`src/rtl/q_row_fetch_pkg.sv`:
```
// Shared Q-learning datapath parameters, used by the row fetcher and the max tree.
package q_row_fetch_pkg;

    // Index width for n items; never below one bit so single-item cases stay legal.
    function automatic int unsigned idx_width(input int unsigned n);
        return (n <= 1) ? 1 : $clog2(n);
    endfunction

    localparam int unsigned DATA_WIDTH    = 32;
    localparam int unsigned ACTIONS       = 4;
    localparam int unsigned STATE_WIDTH   = 4;
    localparam int unsigned ACTIONS_WIDTH = idx_width(ACTIONS);

endpackage

```
`src/rtl/q_row_fetch.sv`:
```
// Fetches one Q-table row (ACTIONS words) for a state from an external 1-cycle-latency
// RAM and presents it packed, with a one-cycle valid pulse for the max tree.
module q_row_fetch
    import q_row_fetch_pkg::*;
#(
    parameter int unsigned DATA_WIDTH  = q_row_fetch_pkg::DATA_WIDTH,
    parameter int unsigned ACTIONS     = q_row_fetch_pkg::ACTIONS,
    parameter int unsigned STATE_WIDTH = q_row_fetch_pkg::STATE_WIDTH
) (
    input  logic                                        clk,
    input  logic                                        rst_n,
    input  logic                                        i_start,
    input  logic [STATE_WIDTH-1:0]                      i_state,
    output logic                                        o_ready,
    output logic                                        o_ram_rd_en,
    output logic [STATE_WIDTH+idx_width(ACTIONS)-1:0]   o_ram_addr,
    input  logic [DATA_WIDTH-1:0]                       i_ram_rdata,
    output logic [DATA_WIDTH*ACTIONS-1:0]               o_data,
    output logic                                        o_valid
);

    localparam int unsigned ACT_W  = idx_width(ACTIONS);
    localparam int unsigned ADDR_W = STATE_WIDTH + ACT_W;
    localparam int unsigned ROW_W  = DATA_WIDTH * ACTIONS;

    localparam logic [1:0] S_IDLE = 2'd0;
    localparam logic [1:0] S_READ = 2'd1;
    localparam logic [1:0] S_WAIT = 2'd2;
    localparam logic [1:0] S_DONE = 2'd3;

    localparam logic [ACT_W-1:0] LAST_IDX = ACT_W'(ACTIONS - 1);

    logic [1:0]             state_q,   state_d;
    logic [ACT_W-1:0]       cnt_q,     cnt_d;
    logic [STATE_WIDTH-1:0] st_q,      st_d;
    logic [ADDR_W-1:0]      addr_q,    addr_d;
    logic                   rd_en_q,   rd_en_d;
    logic                   rd_dly_q,  rd_dly_d;
    logic [ACT_W-1:0]       idx_dly_q, idx_dly_d;
    logic [ROW_W-1:0]       data_q,    data_d;
    logic                   valid_q,   valid_d;
    logic                   ready_q,   ready_d;

    // Next-state, read sequencing and lane capture.
    always_comb begin
        state_d   = state_q;
        cnt_d     = cnt_q;
        st_d      = st_q;
        addr_d    = addr_q;
        rd_en_d   = 1'b0;
        valid_d   = 1'b0;
        ready_d   = 1'b0;
        rd_dly_d  = rd_en_q;
        idx_dly_d = cnt_q;
        data_d    = data_q;

        case (state_q)
            S_IDLE: begin
                ready_d = 1'b1;
                if (i_start && ready_q) begin
                    state_d = S_READ;
                    st_d    = i_state;
                    cnt_d   = '0;
                    rd_en_d = 1'b1;
                    addr_d  = {i_state, ACT_W'(0)};
                    ready_d = 1'b0;
                end
            end
            S_READ: begin
                if (cnt_q == LAST_IDX) begin
                    state_d = S_WAIT;
                end else begin
                    cnt_d   = cnt_q + ACT_W'(1);
                    rd_en_d = 1'b1;
                    addr_d  = {st_q, cnt_q + ACT_W'(1)};
                end
            end
            S_WAIT: begin
                state_d = S_DONE;
                valid_d = 1'b1;
            end
            S_DONE: begin
                state_d = S_IDLE;
                ready_d = 1'b1;
            end
            default: begin
                state_d = S_IDLE;
            end
        endcase

        // RAM data arrives the cycle after its strobe; the delayed index picks the lane.
        for (int k = 0; k < int'(ACTIONS); k++) begin
            if (rd_dly_q && (idx_dly_q == ACT_W'(k))) begin
                data_d[k*DATA_WIDTH +: DATA_WIDTH] = i_ram_rdata;
            end
        end
    end

    always_ff @(posedge clk or negedge rst_n) begin
        if (!rst_n) begin
            state_q   <= S_IDLE;
            cnt_q     <= '0;
            st_q      <= '0;
            addr_q    <= '0;
            rd_en_q   <= 1'b0;
            rd_dly_q  <= 1'b0;
            idx_dly_q <= '0;
            data_q    <= '0;
            valid_q   <= 1'b0;
            ready_q   <= 1'b0;
        end else begin
            state_q   <= state_d;
            cnt_q     <= cnt_d;
            st_q      <= st_d;
            addr_q    <= addr_d;
            rd_en_q   <= rd_en_d;
            rd_dly_q  <= rd_dly_d;
            idx_dly_q <= idx_dly_d;
            data_q    <= data_d;
            valid_q   <= valid_d;
            ready_q   <= ready_d;
        end
    end

    assign o_ready     = ready_q;
    assign o_ram_rd_en = rd_en_q;
    assign o_ram_addr  = addr_q;
    assign o_data      = data_q;
    assign o_valid     = valid_q;

endmodule

```
`config.mk`:
```
export PLATFORM = sky130hd
export DESIGN_NAME = q_row_fetch
export DESIGN_NICKNAME = d
export VERILOG_FILES = /design/src/rtl/q_row_fetch_pkg.sv /design/src/rtl/q_row_fetch.sv
export SDC_FILE = /design/constraint.sdc
export NUM_CORES = 1
export LEC_CHECK = 0
export CORE_MARGIN = 2
export CORE_UTILIZATION = 46
export CTS_CLUSTER_SIZE = 12
export DETAILED_ROUTE_END_ITERATION = 10
export PLACE_DENSITY = 0.79
export SYNTH_ARGS = -nofsm -noshare
export SYNTH_HDL_FRONTEND = slang
export SYNTH_SLANG_ARGS = --single-unit
```
`constraint.sdc`:
```
create_clock -name clk -period 2.3 [get_ports clk]
set_clock_uncertainty 0.05 [all_clocks]
set_input_delay 0.46 -clock clk [delete_from_list [all_inputs] [get_ports clk]]
set_output_delay 0.46 -clock clk [all_outputs]
set_load 0.01 [all_outputs]
```
==> impl_metrics.xml <==
<?xml version="1.0" encoding="UTF-8"?>
<metrics>
  <group name="die">
    <metric name="coreArea" unit="mm2">0.0119</metric>
    <metric name="top_level_ports" unit="">176</metric>
    <metric name="die-width" unit="um">114</metric>
    <metric name="die_height" unit="um">114</metric>
    <metric name="floorplan.rows" unit="">40</metric>
    <metric name="floorplan.initialDensity" unit="%">46.7</metric>
    <metric name="die-area" unit="mm2">0.0130</metric>
  </group>
  <group name="power">
    <metric name="power_per_cell_area" unit="mW/mm2">1530</metric>
    <metric name="total_leakage_power" unit="nW">3.47</metric>
    <metric name="vdd_ir_drop_max" unit="mV">0.894</metric>
  </group>
  <group name="setup_path">
    <metric name="r2r.worst_path.cells" unit="">5</metric>
    <metric name="worstPathRequired" unit="ns">1.79</metric>
    <metric name="reg2reg_setup_slack" unit="ns">0.40</metric>
    <metric name="element_type_at_the_critical_path_end" unit="">output port</metric>
    <metric name="cell_with_the_largest_stage_delay_on_the_worst_path" unit="">clkdlybuf4s50_1</metric>
    <metric name="worstPathCellList" unit="">clkdlybuf4s50_1</metric>
    <metric name="r2r-start" unit="">state_q[0]$_DFFE_PN0P_</metric>
    <metric name="max_stage_delay" unit="ns">0.59</metric>
    <metric name="worstReg2RegEnd" unit="">o_ram_addr[2]$_DFFE_PN0P_</metric>
    <metric name="path_buf_inv" unit="">1</metric>
    <metric name="critical_path_peak_fanout" unit="">5</metric>
    <metric name="worst_path_dominant_cell_family" unit="">buffers and inverters</metric>
    <metric name="crit_arrival" unit="ns">1.41</metric>
    <metric name="criticalPathCategory" unit="">register to output port</metric>
    <metric name="critical_path.startpoint_type" unit="">register</metric>
  </group>
  <group name="route">
    <metric name="drcViolationCount" unit="">0</metric>
    <metric name="antenna_left" unit="">0</metric>
    <metric name="initialDrtViolationCount" unit="">153</metric>
    <metric name="drt_wl_total" unit="um">12400</metric>
    <metric name="first_pass_detailed_route_iteration_total" unit="">4</metric>
    <metric name="avgRoutedWirePerCell" unit="um">18.2</metric>
    <metric name="via_count" unit="">3460</metric>
    <metric name="routed_via_density" unit="">5.08</metric>
  </group>
  <group name="yosys">
    <metric name="synth_seq_cells" unit="">146</metric>
    <metric name="yosysMostFrequentCell" unit="">dfrtp_1</metric>
    <metric name="post_synth.cell_area_avg" unit="um2">16.8</metric>
    <metric name="synth.top_cells.by_count" unit="">dfrtp_1 (146), mux2_2 (140), buf_2 (9)</metric>
    <metric name="synthDominantCellAreaShare" unit="%">65.7</metric>
    <metric name="netlist_instances" unit="">330</metric>
    <metric name="async_reset_ff_share" unit="%">100</metric>
    <metric name="synth_enable_flop_cells" unit="">0</metric>
    <metric name="synthFlopType" unit="">dfrtp_1</metric>
    <metric name="synth_top_area_cell" unit="">dfrtp_1</metric>
    <metric name="synthesized_area" unit="mm2">0.00556</metric>
    <metric name="post_synth_main_area_contributors" unit="">dfrtp_1 (66%), mux2_2 (28%), ha_1 (1.6%)</metric>
    <metric name="yosys.cell_types.count" unit="">19</metric>
    <metric name="syn-num-nets" unit="">376</metric>
    <metric name="yosysWarnings" unit="">0</metric>
    <metric name="ys_seq_area_share" unit="%">65.7</metric>
  </group>
  <group name="place">
    <metric name="place.gp.congestion" unit="">0.754</metric>
    <metric name="dp_cells" unit="">651</metric>
    <metric name="detailedPlacementHpwl" unit="um">8760</metric>
    <metric name="numPortBuffers" unit="">175</metric>
  </group>
  <group name="global_route">
    <metric name="grt_pass1_vias" unit="">3778</metric>
    <metric name="grt_first_pass_wirelength" unit="um">19800</metric>
    <metric name="grt_max_degree" unit="">68</metric>
    <metric name="number_of_antenna_violations_at_the_first_check_in_global_routing" unit="">0</metric>
    <metric name="grt_use_total" unit="%">20.2</metric>
    <metric name="grt_overflow" unit="">0</metric>
  </group>
  <group name="sta">
    <metric name="layout_min_cycle_time" unit="ns">1.92</metric>
    <metric name="period_share" unit="%">83.5</metric>
    <metric name="finalHoldViolCount" unit="">0</metric>
    <metric name="unrepaired_setup_endpoints_after_global_routing" unit="">no</metric>
    <metric name="slew_headroom" unit="%">57.9</metric>
    <metric name="timing.final.max_slew_violations" unit="">0</metric>
    <metric name="setup_viol" unit="">0</metric>
    <metric name="timing.setup.tns" unit="ns">0</metric>
    <metric name="timing.fmax" unit="MHz">521</metric>
    <metric name="final.hold.worst_slack" unit="ns">0.00901</metric>
    <metric name="tightest_slew" unit="ns">0.631</metric>
  </group>
  <group name="clock_network">
    <metric name="clock_sink_count" unit="">146</metric>
    <metric name="cts_tree" unit="">done</metric>
    <metric name="clk_latency" unit="ns">0.41</metric>
    <metric name="cts.repair_timing.setup_buffer_count" unit="">0</metric>
    <metric name="clk_path_buf_depth" unit="">2</metric>
    <metric name="post_cts.resized_instances" unit="">0</metric>
    <metric name="cts_root_buffer" unit="">clkbuf_16</metric>
    <metric name="number_of_h_tree_branching_levels" unit="">4</metric>
    <metric name="clock_transition_time_at_the_flip_flop_clock_pins_of_the_worst_setup_and_hold_paths" unit="ns">0.06</metric>
    <metric name="total_cts_buffers" unit="">17</metric>
    <metric name="cts_hold_repair.buffers" unit="">0</metric>
  </group>
  <group name="cells_and_area">
    <metric name="diodes" unit="">0</metric>
    <metric name="drive_gt1_share" unit="%">34.5</metric>
    <metric name="layout.area.seq" unit="mm2">0.00365</metric>
    <metric name="filler_cell_count" unit="">834</metric>
    <metric name="layout.cells.non_filler" unit="">681</metric>
    <metric name="layout-area-overhead-vs-synth" unit="%">46.3</metric>
    <metric name="area_taken_by_multi_input_logic_gates" unit="mm2">0.00183</metric>
    <metric name="design.final.nets" unit="">569</metric>
  </group>
  <group name="run_status">
    <metric name="run_status" unit="">finished, final reports clean</metric>
  </group>
  <group name="job">
    <metric name="maxCapViolCount" unit="">0</metric>
  </group>
  <group name="min_path">
    <metric name="hold_path_class" unit="">primary input to asynchronous set/reset pin</metric>
  </group>
</metrics>
==> through the flow <==
stage	cell area, um2	util (%)	power (mW)	setup slack (ns)
2_1_floorplan	5560	-	6.77	0.581
3_3_place_gp	7550	63.4	9.63	0.287
3_5_place_dp	7550	63.4	9.84	0.248
4_1_cts	8130	68.3	12.6	0.360
5_1_grt	8130	68.3	13.1	0.317
6_report	8130	68.3	12.4	0.379
==> power by group <==
group	internal, mW	leakage (nW)	switching (mW)
Combinational	3.29	1.45	1.92
Sequential	3.85	1.73	0.696
Clock	1.72	0.289	0.943
Total	8.86	3.47	3.56
==> final cells by class <==
class                      instances  area share, %
sequential                       146           44.9
clock buffer                      25           6.22
timing repair buffer             187           23.0
tap                              147           2.26
multi-input combinational        168           22.5
inverter                           3          0.139
clock inverter                     5          0.923
==> cells in the final DEF (no fill, tap or decap) <==
cell | Yosys | routed
a211oi_4 | 1 | 1
a21boi_2 | 1 | 1
a21oi_1 | 1 | 1
buf_12 | 0 | 2
buf_4 | 3 | 10
buf_6 | 0 | 1
bufinv_16 | 0 | 2
clkbuf_1 | 1 | 3
clkbuf_16 | 0 | 17
clkbuf_8 | 0 | 5
clkdlybuf4s50_1 | 0 | 174
clkinv_2 | 0 | 3
dfrtp_1 | 146 | 146
ha_1 | 7 | 7
inv_1 | 3 | 3
mux2_1 | 2 | 2
mux2_2 | 140 | 140
mux2i_1 | 2 | 2
nand2_1 | 1 | 1
nand2b_1 | 1 | 1
nand3_1 | 2 | 1
nand3_2 | 0 | 1
nand3b_1 | 2 | 2
nor2_1 | 5 | 5
nor2b_1 | 2 | 2
nor3b_4 | 0 | 1
==> sequential cells by signal (all words and copies together), names as in the netlist <==
name	count
o_data	128
o_ram_addr	5
st_q	4
idx_dly_q	2
state_q	2
cnt_q	1
o_ram_rd_en	1
o_ready	1
o_valid	1
rd_dly_q	1
==> per-layer routing <==
layer  track usage (%)  part of all wire (%)  routed length (um)
met4              7.97                   1.6                 203
met5                 0                     0                   0
met1              23.6                    40                4940
met2              33.5                    51                6270
met3              8.24                   8.0                 992
==> cells by family after synthesis <==
logic type,synth area share (%)
buffers and inverters,1.49
AND/OR/NAND/NOR,1.42
multiplexers,29.1
AO/OA/AOI/OAI,0.653
flip-flops,65.7
adder cells (fa/ha/maj),1.58
==> worst max path at each step <==
stage / slack [ns] / startpoint / end / cells past startpoint
5_1_grt: 0.32 / state_q[0]$_DFFE_PN0P_ / o_ram_addr[5]$_DFFE_PN0P_ / 5
4_1_cts: 0.36 / cnt_q[0]$_DFFE_PN0P_ / o_ram_addr[0] / 1
3_3_place_gp: 0.29 / i_start / o_ram_addr[4]$_DFFE_PN0P_ / 4
6_report: 0.38 / cnt_q[0]$_DFFE_PN0P_ / o_ram_addr[0] / 1
3_5_place_dp: 0.25 / i_start / o_ram_addr[2]$_DFFE_PN0P_ / 4
2_1_floorplan: 0.58 / state_q[0]$_DFFE_PN0P_ / cnt_q[0]$_DFFE_PN0P_ / 5
(Power assumes the default switching activity.)
